===== config.mk =====
export PLATFORM = sky130hd
export DESIGN_NAME = add_cnt_sched
export DESIGN_NICKNAME = d
export VERILOG_FILES = /design/src/rtl/add_cnt_pkg.sv /design/src/rtl/rr_arb.sv /design/src/rtl/add_cnt_sched.sv
export SDC_FILE = /design/constraint.sdc
export NUM_CORES = 1
export LEC_CHECK = 0
export ABC_AREA = 1
export BUFFER_PORTS_ARGS = -buffer_cell sky130_fd_sc_hd__clkbuf_2
export CAP_MARGIN = 30
export CELL_PAD_IN_SITES_DETAIL_PLACEMENT = 0
export CELL_PAD_IN_SITES_GLOBAL_PLACEMENT = 1
export CORE_MARGIN = 1.5
export CORE_UTILIZATION = 47
export DETAILED_ROUTE_END_ITERATION = 12
export GPL_TIMING_DRIVEN = 0
export PLACE_DENSITY = 0.83
export SYNTH_ARGS = -nofsm -noshare
export SYNTH_HDL_FRONTEND = slang
export SYNTH_SLANG_ARGS = --single-unit
export TNS_END_PERCENT = 100

===== constraint.sdc =====
create_clock -name clk -period 5.1 [get_ports clk]
set_clock_uncertainty 0.1 [all_clocks]
set_input_delay 0.51 -clock clk [delete_from_list [all_inputs] [get_ports clk]]
set_output_delay 0.51 -clock clk [all_outputs]
set_load 0.01 [all_outputs]

===== src/rtl/add_cnt_pkg.sv =====
// Shared types and helpers for the statistics-counter scheduler.
package add_cnt_pkg;

    typedef enum logic {
        ST_INIT = 1'b0,
        ST_RUN  = 1'b1
    } state_e;

    localparam int unsigned DEF_NUM_REQ      = 4;
    localparam int unsigned DEF_ADD_IN_WIDTH = 8;
    localparam int unsigned DEF_ADD_OT_WIDTH = 64;

    // Widest counter the zero-extension helper can serve.
    localparam int unsigned ZEXT_MAX = 128;

    function automatic logic [ZEXT_MAX-1:0] zext_inc(input logic [ZEXT_MAX-1:0] inc,
                                                     input int unsigned         in_w);
        logic [ZEXT_MAX-1:0] mask;
        mask = (in_w >= ZEXT_MAX) ? '1 : ((ZEXT_MAX'(1) << in_w) - ZEXT_MAX'(1));
        return inc & mask;
    endfunction

endpackage


===== src/rtl/rr_arb.sv =====
// Round-robin arbiter: one-hot grant to the first requester at or after ptr,
// searching circularly; next_ptr points one past the winner.
module rr_arb #(
    parameter int unsigned N  = 4,
    parameter int unsigned PW = $clog2(N)
) (
    input  logic [N-1:0]  req,
    input  logic [PW-1:0] ptr,
    input  logic          en,
    output logic [N-1:0]  gnt,
    output logic [PW-1:0] next_ptr
);

    logic          found;
    logic [PW-1:0] idx;

    always_comb begin
        gnt      = '0;
        next_ptr = ptr;
        found    = 1'b0;
        idx      = '0;
        for (int k = 0; k < int'(N); k++) begin
            idx = PW'((int'(ptr) + k) % int'(N));
            if (en && !found && req[idx]) begin
                gnt[idx] = 1'b1;
                next_ptr = PW'((int'(idx) + 1) % int'(N));
                found    = 1'b1;
            end
        end
    end

endmodule


===== src/rtl/add_cnt_sched.sv =====
// Shared statistics counters: round-robin serialised increments into one RMW
// adder, plus an indexed read / read-and-clear management port.
//
//   state   | meaning
//   --------+------------------------------------------------------------
//   ST_INIT | sweep writes one counter to zero per cycle, ports stalled
//   ST_RUN  | grants feed the adder stage, management reads accepted
module add_cnt_sched
    import add_cnt_pkg::*;
#(
    parameter int unsigned NUM_REQ      = DEF_NUM_REQ,
    parameter int unsigned ADD_IN_WIDTH = DEF_ADD_IN_WIDTH,
    parameter int unsigned ADD_OT_WIDTH = DEF_ADD_OT_WIDTH,
    parameter int unsigned IDX_WIDTH    = $clog2(NUM_REQ)
) (
    input  logic                            clk,
    input  logic                            rst_n,
    input  logic                            clr_all,
    input  logic [NUM_REQ-1:0]              req_vld,
    input  logic [NUM_REQ*ADD_IN_WIDTH-1:0] req_data,
    output logic [NUM_REQ-1:0]              req_rdy,
    input  logic                            rd_req,
    input  logic [IDX_WIDTH-1:0]            rd_idx,
    input  logic                            rd_clr,
    output logic                            rd_rdy,
    output logic                            rd_ack,
    output logic [ADD_OT_WIDTH-1:0]         rd_data,
    output logic                            init_busy
);

    state_e                  state_q, state_d;
    logic [IDX_WIDTH-1:0]    sweep_q, sweep_d;
    logic [IDX_WIDTH-1:0]    ptr_q, ptr_d;
    logic                    s1_vld_q, s1_vld_d;
    logic [IDX_WIDTH-1:0]    s1_idx_q, s1_idx_d;
    logic [ADD_IN_WIDTH-1:0] s1_data_q, s1_data_d;
    logic                    rd_pend_q, rd_pend_d;
    logic [IDX_WIDTH-1:0]    rd_idx_q, rd_idx_d;
    logic                    rd_clr_q, rd_clr_d;
    logic                    rd_ack_q, rd_ack_d;
    logic [ADD_OT_WIDTH-1:0] rd_data_q, rd_data_d;

    logic [ADD_OT_WIDTH-1:0] cnt_q [NUM_REQ];
    logic                    cnt_we;
    logic [IDX_WIDTH-1:0]    cnt_widx;
    logic [ADD_OT_WIDTH-1:0] cnt_wdata;

    logic                    rd_accept;
    logic                    arb_en;
    logic [NUM_REQ-1:0]      gnt;
    logic [IDX_WIDTH-1:0]    gnt_idx;
    logic [IDX_WIDTH-1:0]    arb_next_ptr;

    // The accept cycle carries no grant so the read slot finds stage 1 empty.
    assign rd_rdy    = (state_q == ST_RUN) && !rd_pend_q;
    assign rd_accept = rd_req && rd_rdy && !clr_all;
    assign arb_en    = (state_q == ST_RUN) && !clr_all && !rd_accept;

    rr_arb #(
        .N  (NUM_REQ),
        .PW (IDX_WIDTH)
    ) u_arb (
        .req      (req_vld),
        .ptr      (ptr_q),
        .en       (arb_en),
        .gnt      (gnt),
        .next_ptr (arb_next_ptr)
    );

    always_comb begin
        gnt_idx = '0;
        for (int i = 0; i < int'(NUM_REQ); i++) begin
            if (gnt[i]) gnt_idx = IDX_WIDTH'(i);
        end
    end

    assign req_rdy   = gnt;
    assign rd_ack    = rd_ack_q;
    assign rd_data   = rd_data_q;
    assign init_busy = (state_q == ST_INIT);

    always_comb begin
        state_d   = state_q;
        sweep_d   = sweep_q;
        ptr_d     = ptr_q;
        s1_vld_d  = 1'b0;
        s1_idx_d  = s1_idx_q;
        s1_data_d = s1_data_q;
        rd_pend_d = rd_pend_q;
        rd_idx_d  = rd_idx_q;
        rd_clr_d  = rd_clr_q;
        rd_ack_d  = 1'b0;
        rd_data_d = rd_data_q;
        cnt_we    = 1'b0;
        cnt_widx  = s1_idx_q;
        cnt_wdata = cnt_q[s1_idx_q]
                  + ADD_OT_WIDTH'(zext_inc(ZEXT_MAX'(s1_data_q), ADD_IN_WIDTH));

        case (state_q)
            ST_INIT: begin
                cnt_we    = 1'b1;
                cnt_widx  = sweep_q;
                cnt_wdata = '0;
                if (clr_all) begin
                    sweep_d = '0;
                end else if (sweep_q == IDX_WIDTH'(NUM_REQ - 1)) begin
                    sweep_d = '0;
                    state_d = ST_RUN;
                end else begin
                    sweep_d = sweep_q + 1'b1;
                end
            end
            ST_RUN: begin
                if (clr_all) begin
                    // Stage 1 is dropped; a pending read still gets its ack.
                    state_d = ST_INIT;
                    sweep_d = '0;
                    if (rd_pend_q) begin
                        rd_ack_d  = 1'b1;
                        rd_data_d = '0;
                        rd_pend_d = 1'b0;
                    end
                end else begin
                    cnt_we = s1_vld_q;
                    if (rd_pend_q) begin
                        rd_data_d = cnt_q[rd_idx_q];
                        rd_ack_d  = 1'b1;
                        rd_pend_d = 1'b0;
                        if (rd_clr_q) begin
                            cnt_we    = 1'b1;
                            cnt_widx  = rd_idx_q;
                            cnt_wdata = '0;
                        end
                    end
                    if (rd_accept) begin
                        rd_pend_d = 1'b1;
                        rd_idx_d  = rd_idx;
                        rd_clr_d  = rd_clr;
                    end
                    if (|gnt) begin
                        s1_vld_d  = 1'b1;
                        s1_idx_d  = gnt_idx;
                        s1_data_d = req_data[int'(gnt_idx)*ADD_IN_WIDTH +: ADD_IN_WIDTH];
                        ptr_d     = arb_next_ptr;
                    end
                end
            end
            default: state_d = ST_INIT;
        endcase
    end

    always_ff @(posedge clk) begin
        if (!rst_n) begin
            state_q   <= ST_INIT;
            sweep_q   <= '0;
            ptr_q     <= '0;
            s1_vld_q  <= 1'b0;
            s1_idx_q  <= '0;
            s1_data_q <= '0;
            rd_pend_q <= 1'b0;
            rd_idx_q  <= '0;
            rd_clr_q  <= 1'b0;
            rd_ack_q  <= 1'b0;
            rd_data_q <= '0;
        end else begin
            state_q   <= state_d;
            sweep_q   <= sweep_d;
            ptr_q     <= ptr_d;
            s1_vld_q  <= s1_vld_d;
            s1_idx_q  <= s1_idx_d;
            s1_data_q <= s1_data_d;
            rd_pend_q <= rd_pend_d;
            rd_idx_q  <= rd_idx_d;
            rd_clr_q  <= rd_clr_d;
            rd_ack_q  <= rd_ack_d;
            rd_data_q <= rd_data_d;
        end
    end

    // Counter bank has no reset; the init sweep zeroes it.
    always_ff @(posedge clk) begin
        if (rst_n && cnt_we) cnt_q[cnt_widx] <= cnt_wdata;
    end

endmodule

Word-level counts from Yosys, hierarchy flattened
Memory sizes are Yosys's and may differ from the RTL's. A register that Yosys moved wholly into a read port is not among the register bits.
Index checks and enable logic that the tools add are counted.
Widths: inputs -> output; s select.
{"block": "op_classes", "order_cmp": 8, "n_reduce_logical": 31, "muxes": 63, "addsub": 8, "bitwise": 6, "eq_ne": 2, "shifts": 1}
{"cell": "$mux 64", "count": 6}
{"cell": "$pmux 64 s2", "count": 1}
{"cell": "$add 64x8->64", "count": 1}
{"cell": "$mux 2", "count": 16}
{"cell": "$shiftx 32x6->8", "count": 1}
{"cell": "$mux 1", "count": 24}
{"cell": "$logic_and 1x1->1", "count": 17}
{"cell": "$mux 4", "count": 4}
{"cell": "$lt 2x3->1 const B", "count": 4}
{"cell": "$or 4x4->4", "count": 3}
{"cell": "$add 2x1->2 const B", "count": 5}
{"cell": "$bmux 1 s2", "count": 4}
{"cell": "$demux 1 s2", "count": 4}
{"cell": "$ge 2x1->1 const B", "count": 4}
{"cell": "$pmux 2 s2", "count": 2}
{"cell": "$logic_not 1->1", "count": 6}
{"cell": "$reduce_and 3->1", "count": 2}
{"cell": "$add 2x2->2 const B", "count": 2}
{"cell": "$pmux 1 s2", "count": 2}
{"cell": "$reduce_and 2->1", "count": 2}
{"cell": "$reduce_and 4->1", "count": 1}
{"cell": "$reduce_bool 4->1", "count": 1}
{"cell": "$reduce_or 4->1", "count": 1}
{"cell": "$not 1->1", "count": 3}
{"cell": "other kinds (3)", "count": 3}
{"block": "word_totals", "n_memories": 1, "in_bits": 43, "wordCells": 131, "register_bits": 85, "out_inout_bits": 71, "mem_bits_rw": 256}
{"name": "cnt_q", "words": 4, "width": 64, "rd": 2, "rd_ports_with_merged_regs": 2, "write_ports": 1, "line": "add_cnt_sched.sv:43", "rtl": "logic [ADD_OT_WIDTH-1:0] cnt_q [NUM_REQ];"}

Longest topological paths before layout
Gate-level depths: netlist (run 1).
{"block": "depth", "word_depth": 25, "depth_mapped": 24, "mapped_depth_nobuf": 19}

Cells and area by module
From an unflattened synthesis (run 1), not the netlist that was laid out.
{"block": "hier_totals", "hier_cells": 2318, "area_unflattened_um2": 18400.1}
{"mod": "add_cnt_sched", "seq_area_each_um2": 9469.1, "area_each_um2": 17962.2, "n_inst": 1, "cells_per_inst": 2236}
{"mod": "rr_arb", "seq_area_each_um2": 0.0, "area_each_um2": 437.9, "n_inst": 1, "cells_per_inst": 82}

Least setup slack after synthesis (run 1)
Ideal clock, no wire load.
{"block": "synth_path", "path_kind": "input -> register", "startpoint": "input port clr_all", "endpoint": "memory cnt_q[2][0] (netlist bit) (enable)", "t_arrival_ps": 4093, "stages": 6, "setup_slack_ps": 421, "path_buffers": 1, "required_time_ps": 4514, "setup_time_ps": 486, "path_cell_list": "nor3_1 nor2_1 clkbuf_1 o21ai_0 nand2_1 nor2_1"}
{"block": "synth_between", "elab_chain_cells": 5, "elab_cells_between_ends": 7, "cone_classes": "6 x mux; 1 x reduce/logical"}
{"item": "start, declared", "line": "add_cnt_sched.sv:18", "rtl": "input logic clr_all,"}
{"item": "$mux 1", "line": "add_cnt_sched.sv:114", "rtl": "if (clr_all) begin"}
{"item": "$pmux 1 s2", "line": "add_cnt_sched.sv:99", "rtl": "case (state_q)"}
{"item": "$logic_and 1x1->1", "line": "add_cnt_sched.sv:182", "rtl": "if (rst_n && cnt_we) cnt_q[cnt_widx] <= cnt_wdata;"}
{"item": "$mux 1", "line": "add_cnt_sched.sv:182"}
{"item": "$mux 1 (not written as such)", "line": "add_cnt_sched.sv:182"}
{"item": "end, declared", "line": "add_cnt_sched.sv:43"}
Parallel ways exist; a longest one is shown, timed or not.

==> results of run 1 <==
[registers in the layout, summed over array words and instances, names as in the netlist, named ones only]
name       flops
cnt_q        256
rd_data       64
s1_data_q      8
ptr_q          2
rd_idx_q       2
s1_idx_q       2
sweep_q        2
rd_ack         1
rd_clr_q       1
rd_pend_q      1
s1_vld_q       1
state_q        1
[worst register-to-register path, delay by kind of cell (launching register included)]
| family | cells | cell delay, ns |
|---|---|---|
| buffers and inverters | 8 | 1.32 |
| flip-flops | 1 | 0.48 |
| AND/OR/NAND/NOR | 11 | 1.92 |
| AO/OA/AOI/OAI | 2 | 0.20 |
| adder cells (fa/ha/maj) | 2 | 0.65 |
[placed cells by master, fill, tap and decap left out, drive strengths merged, types with 13 or more instances in the layout]
| cell type | netlist | layout |
|---|---|---|
| a21oi | 120 | 120 |
| buf | 49 | 58 |
| clkbuf | 65 | 232 |
| dfxtp | 89 | 89 |
| edfxtp | 256 | 256 |
| ha | 17 | 17 |
| inv | 131 | 131 |
| nand2 | 642 | 642 |
| nand3 | 164 | 164 |
| nand3b | 13 | 13 |
| nand4 | 17 | 17 |
| nor2 | 404 | 404 |
| nor3 | 18 | 18 |
| o21ai | 136 | 136 |
| o32ai | 61 | 61 |
[stage by stage]
step	cells	area [um2]	hold WS [ns]	utilization, %
floorplan	2223	18500	0.351	-
global placement	2853	19700	0.350	50.9
detailed placement	2864	20000	0.355	51.6
CTS	2932	21300	0.149	55.0
global route	2930	21300	0.185	55.0
finish	2930	21300	0.165	55.0
[where the power goes]
group	internal, mW	leakage [nW]	switching, mW
sequential	3.04	3.17	0.0231
combinational	0.0954	4.38	0.194
clock	1.74	0.630	1.09
[cell type report]
type / instances / area [um2]
Fill cell: 3612 / 17400
Clock inverter: 13 / 170
Inverter: 133 / 504
Clock buffer: 57 / 1140
Tap cell: 518 / 648
Multi-Input combinational cell: 1631 / 7960
Sequential cell: 345 / 9470
Timing Repair Buffer: 123 / 793
Buffer: 110 / 616
[per-layer routing]
layer / part of all wire [%] / track usage (%) / vias up
met2: 48 / 47.6 / 599
met3: 6.9 / 3.81 / 100
met4: 2.8 / 9.83 / 0
li1: - / - / 7838
met5: 0 / 0 / -
met1: 42 / 35.6 / 7619
[worst max-delay path by stage]
| stage | from | to | slack (ns) |
|---|---|---|---|
| detailed placement | flop | cnt_q[1][50] | -0.08 |
| CTS | flop | cnt_q[1][50] | 0.07 |
| floorplan | clr_all | cnt_q[2][0] | 0.42 |
| global placement | rst_n | cnt_q[1][32] | -2.88 |
| global route | flop | cnt_q[3][42] | 0.009 |
| finish | flop | cnt_q[0][58] | 0.24 |
[cells by family (layout without fill, tap and decap cells)]
logic type	after synthesis	in the layout
simple gates	1272	1272
flops	345	345
compound gates	340	340
buf+inv	247	436
fa+ha+maj	18	18
xor+xnor	1	1
[repair_timing]
| item | CTS | global route |
|---|---|---|
| buffers inserted | 0 | 0 |
| cloned | 0 | 0 |
| setup endpoints to repair | 16 | 44 |
| resized for setup | 0 | 5 |
==> run metrics, run 1 <==
critical path's most frequent cell=nand2_1; adder-cell share of the synthesized area=~1.3%; final antenna-violating net count=0; top cells by area, synth=edfxtp_1 (41%), nand2_1 (12%), dfxtp_1 (9.6%); DR pass1 iterations=5; ys flop type=edfxtp_1; number of synthesized flops with an enable pin=~260; H-tree depth=2; WP data arrival=between 5 and 6 ns; Pwr per Cell Area=approximately 290 nW/um2; number of I/O pins=between 100 and 150; GRT Total Usage=27.6%; complex-gate fraction of the synthesized area=a little over a tenth; Avg Cell Area, Syn=approximately 8.3 um2; Buf/Inv on CP=8; Max rail drop VDD=about 0.24 mV; Post-Syn Area=18500 um2; library cells used by synthesis=51; CTS Sinks=345; worst-margin pin slew=0.982 ns; Synth Register Bits=between 300 and 400; RR Endpoint=cnt_q[0][58]; Pleak=8.17 nW; CP top delay family=simple AND/OR/NAND/NOR gates; full die area=just over 40000 um2; vias in the first global route=between 15000 and 20000; Skew-Pair Late Insertion Delay=between 0.5 and 0.6 ns; via count=around 16000; CP Capture Type=flop; XOR/XNOR share of the synthesized area=less than 1%; Clk pin slew, worst setup/hold paths=0.06 ns; startpoint types=flop; first-pass GRT wire length=86700 um; setup TNS=0 ns; critical path class=flop to flop; period utilization=between 90% and 100%; gpl congestion=roughly 0.93; final hold vios=0; Max-Slew Margin vs Limit=34.5%; Rows=~70; layout cells sized above 1=15.2%; R2R cell count=23; final worst slack=about 0.24 ns; mux share of post-synthesis cell area=0%; initial drt markers=about 1300; TritonCTS clock tree=done; TritonCTS Buffers=39; DR vias/cell=about 5.5; nets=roughly 2400; Synth top area share=between 40% and 50%; Chip Width=between 200 and 250 um; cts hold-fix bufs=0; Req. time, crit path=~5.3 ns; Mapped Cells=2223; crit path cell chain=buf_6 -> buf_12 -> buf_8 -> buf_6 -> buf_6 -> clkbuf_2 -> nor2_1 -> o22ai_1 -> ha_1 -> inv_1 -> fa_1 -> nand3b_1 -> nand2_1 -> nand2_1 -> nand2_1 -> nand2_1 -> nor2_2 -> nand3_1 -> nor2_1 -> nand2_1 -> clkinv_1 -> a21oi_1 -> nor2_1; largest net degree at the start of global routing=27; synth cell count leaders=nand2_1 (594), nor2_1 (360), edfxtp_1 (256); post-synthesis async set-or-reset flop share=0%; largest family of logic cells by synthesized area=simple AND/OR/NAND/NOR gates; final wirelength=approximately 57000 um; endpoint of the worst hold path=rd_clr_q; Crit-path slowest cell=dfxtp_1; dpl ws=-0.0814 ns; Max Clk Rate=~0.21 GHz; fin. max-slew vios=0; GR Overflow Total=0; Synth Area in Simple Gates=30.7%; reg2reg setup slack=around 0.24 ns; largest fanout on the critical path=10; Critical Path Stages=23; antenna cells=0; Max-Cap Viols=0; beginning of the worst hold path=rd_clr; Detailed Place HPWL=40400 um; area growth from synthesis to layout=15.0%; port bufs=around 110; count leader, synth=nand2_1; syn_nets=2284; core box area=between 30000 and 40000 um2; min-delay worst type=input pin to flop; RSZ-0062 raised after global routing=false; DRC violations left=0; Total Power=around 6 mW; Initial Util=a little under half; initial antenna violation count=0; slowest stage delay, CP=0.48 ns; min Tclk post-route=just under 5 ns; endpoints failing setup=0; status=complete, no violations; Yosys Warn Count=0; die height=202 um; average wire per standard cell=about 19 um; hold depth=3; Clock Path Buffers=3; leading area contributor after synthesis=edfxtp_1; Root Buffer=clkbuf_16; Seq/Total Area, Yosys=about half
Power figures use the tool's default switching activity.
==> inputs of run 2 (changes only) <==
--- a/config.mk
+++ b/config.mk
@@ -11,10 +11,11 @@
 export CELL_PAD_IN_SITES_DETAIL_PLACEMENT = 0
 export CELL_PAD_IN_SITES_GLOBAL_PLACEMENT = 1
 export CORE_MARGIN = 1.5
-export CORE_UTILIZATION = 47
+export CORE_UTILIZATION = 43
+export CTS_BUF_LIST = sky130_fd_sc_hd__clkbuf_8 sky130_fd_sc_hd__clkbuf_16
 export DETAILED_ROUTE_END_ITERATION = 12
 export GPL_TIMING_DRIVEN = 0
-export PLACE_DENSITY = 0.83
+export PLACE_DENSITY = 0.77
 export SYNTH_ARGS = -nofsm -noshare
 export SYNTH_HDL_FRONTEND = slang
 export SYNTH_SLANG_ARGS = --single-unit
==> run 2 against run 1 <==
Against the previous run: combinational power decreased by 1%; largest power group unchanged; final area shrank 0.58%; clock power fell by 6%; maximum frequency rose by 2.5%; non-clock buffer count decreased by 1; routed wire length up 2.3%; global-route usage is 1.3 points lower; clock-buffer cell count shrank 16; highest routed layer unchanged; total power fell by 2.8%; core utilization decreased by 4.8 points; sequential power about the same.
==> run metrics, run 2 (same netlist as run 1, synthesis figures left out) <==
# Post-CTS Setup Buffers=0 (unchanged); Top Usage Layer GRT=met2 (unchanged); CP top delay family=buffers and inverters (was simple AND/OR/NAND/NOR gates); gpl congestion=0.890 (was 0.926); Pwr per Cell Area=284 nW/um2 (was 290 nW/um2); Reg with most FFs=cnt_q (unchanged); status=complete, no violations (unchanged); CP Capture Type=flop (unchanged); Max rail drop VDD=0.200 mV (was 0.236 mV); endpoint of the worst hold path=rd_clr_q (unchanged); beginning of the worst hold path=rd_clr (unchanged); layout cells sized above 1=15.1% (was 15.2%); DR pass1 iterations=5 (unchanged); Root Buffer=clkbuf_16 (unchanged); area growth from synthesis to layout=14.3% (was 15.0%); final antenna-violating net count=0 (unchanged); DR vias/cell=5.50 (was 5.51); via count=16200 (about the same); Req. time, crit path=5.29 ns (was 5.34 ns); met2 usage=44.9% (was 47.6%); fillcell total=4032 (was 3612); TritonCTS Buffers=38 (was 39); Largest register FFs=256 (unchanged); WP data arrival=4.93 ns (was 5.10 ns); min Tclk post-route=4.74 ns (was 4.86 ns); initial drt markers=1316 (was 1282); Clock Path Buffers=3 (unchanged); reg2reg setup slack=0.36 ns (was 0.24 ns); final core occ=50.1% (was 55.0%); GRT Total Usage=26.3% (was 27.6%); R2R cell count=21 (was 23); fin. max-slew vios=0 (unchanged); RSZ-0062 raised after global routing=false (unchanged); largest fanout on the critical path=10 (unchanged); Skew-Pair Late Insertion Delay=0.56 ns (was 0.54 ns); vias in the first global route=15700 (was 15500); period utilization=93.0% (was 95.3%); initial antenna violation count=2 (was 0); Max Clk Rate=0.211 GHz (was 0.206 GHz); hold depth=3 (unchanged); RR Endpoint=cnt_q[2][28] (was cnt_q[0][58]); crit path cell chain=buf_6 -> buf_12 -> buf_8 -> buf_6 -> buf_6 -> clkbuf_2 -> nor2_1 -> o22ai_1 -> ha_1 -> inv_1 -> fa_1 -> nand3b_1 -> nand2_1 -> nand2_1 -> nand2_1 -> nand2_1 -> inv_2 -> nand2_1 -> nor2_1 -> inv_1 -> a211oi_1 (was buf_6 -> buf_12 -> buf_8 -> buf_6 -> buf_6 -> clkbuf_2 -> nor2_1 -> o22ai_1 -> ha_1 -> inv_1 -> fa_1 -> nand3b_1 -> nand2_1 -> nand2_1 -> nand2_1 -> nand2_1 -> nor2_2 -> nand3_1 -> nor2_1 -> nand2_1 -> clkinv_1 -> a21oi_1 -> nor2_1); Max-Cap Viols=0 (unchanged); core box area=42200 um2 (was 38700 um2); GR Overflow Total=0 (unchanged); number of I/O pins=114 (unchanged); full die area=44300 um2 (was 40600 um2); TritonCTS clock tree=done (unchanged); cts hold-fix bufs=0 (unchanged); first-pass GRT wire length=89100 um (was 86700 um); final worst slack=0.358 ns (was 0.240 ns); Crit-path slowest cell=a211oi_1 (was dfxtp_1); Max-Slew Margin vs Limit=30.6% (was 34.5%); Chip Width=211 um (was 202 um); worst-margin pin slew=1.04 ns (was 0.982 ns); Clk pin slew, worst setup/hold paths=0.06 ns (about the same); die height=211 um (was 202 um); endpoints failing setup=0 (unchanged); most frequent cells in the layout=nand2_1 (594), nor2_1 (354), edfxtp_1 (256), nand3_1 (145), o21ai_0 (130) (unchanged); Pleak=8.15 nW (was 8.17 nW); Placed Cells=2884 (was 2864); port bufs=112 (unchanged); most common cell after layout, fill and taps aside=nand2_1 (unchanged); final hold vios=0 (unchanged); GR Layer Usage met1=34.6% (was 35.6%); H-tree depth=2 (unchanged); setup TNS=0 ns (unchanged); slowest stage delay, CP=0.48 ns (about the same); Initial Util=43.9% (was 47.8%); min-delay worst type=input pin to flop (unchanged); dpl ws=-0.0854 ns (was -0.0814 ns); Hold WS=0.147 ns (was 0.165 ns); critical path class=flop to flop (unchanged); largest net degree at the start of global routing=27 (unchanged); fin cells=2949 (was 2930); final wirelength=58000 um (was 56700 um); Detailed Place HPWL=41500 um (was 40400 um); CTS Sinks=345 (unchanged); DRC violations left=0 (unchanged); average wire per standard cell=19.7 um (was 19.4 um); met3 usage=3.43% (was 3.81%); critical path's most frequent cell=nand2_1 (unchanged); antenna cells=0 (unchanged); Rows=75 (was 72); startpoint types=flop (unchanged); nets=2442 (was 2444); Buf/Inv on CP=9 (was 8)
run 2: cell types whose count changed in the layout (fill, tap and decap cells not counted), sizes merged:
cell,change
buf,-1
bufinv,-2
clkbuf,-16
clkinv,+7
clkinvlp,-1
inv,+11
run 2: worst max-delay path by stage:
| stage | start | to | slack (ns) | cells after the start |
|---|---|---|---|---|
| after floorplan | clr_all | cnt_q[2][0] | 0.42 | 6 |
| after global placement | rst_n | cnt_q[1][29] | -2.96 | 5 |
| after detailed placement | flop | cnt_q[2][58] | -0.09 | 23 |
| after CTS | flop | cnt_q[3][58] | 0.08 | 23 |
| after global routing | flop | cnt_q[0][44] | 0.03 | 22 |
| final | flop | cnt_q[2][28] | 0.36 | 21 |
run 2: area by class of cell:
| class | count | area, um2 | share of cell area, % |
|---|---|---|---|
| Multi-Input combinational cell | 1631 | 7950 | 37.6 |
| Timing Repair Buffer | 122 | 751 | 3.55 |
| Buffer | 110 | 616 | 2.91 |
| Tap cell | 539 | 674 | 3.18 |
| Sequential cell | 345 | 9470 | 44.7 |
| Clock inverter | 28 | 193 | 0.910 |
| Inverter | 133 | 504 | 2.38 |
| Clock buffer | 41 | 1010 | 4.79 |
run 2: worst reg2reg max path, stage by stage, from the launching register on:
cell and delay [ns]:
dfxtp_2 0.42, buf_6 0.18, buf_12 0.17, buf_8 0.16
buf_6 0.16, buf_6 0.16, clkbuf_2 0.26, nor2_1 0.08
o22ai_1 0.15, ha_1 0.26, inv_1 0.09, fa_1 0.40
nand3b_1 0.17, nand2_1 0.15, nand2_1 0.06, nand2_1 0.17
nand2_1 0.17, inv_2 0.17, nand2_1 0.15, nor2_1 0.26
inv_1 0.10, a211oi_1 0.48
run 2: routing by layer:
| metal | vias to the layer above | share of wire (%) |
|---|---|---|
| li1 | 7851 | - |
| met1 | 7722 | 44 |
| met5 | - | 0 |
| met3 | 100 | 5.6 |
| met4 | 0 | 2.6 |
| met2 | 536 | 48 |
run 2: where the power goes:
group / internal, mW / switching, mW / leakage (nW)
logic: 0.0927 / 0.194 / 4.36
registers: 3.04 / 0.0227 / 3.17
clock network: 1.54 / 1.12 / 0.629
run 2: timing repair:
| action | CTS | global route |
|---|---|---|
| endpoints found under the setup margin | 21 | 60 |
| pin swaps | 0 | 0 |
| resized for setup | 0 | 4 |
run 2: through the flow:
stage	instance area, um2	power, mW
floorplan	18500	3.31
global placement	19800	3.40
detailed placement	20000	3.41
CTS	21200	6.04
global route	21200	6.20
finish	21200	6.01
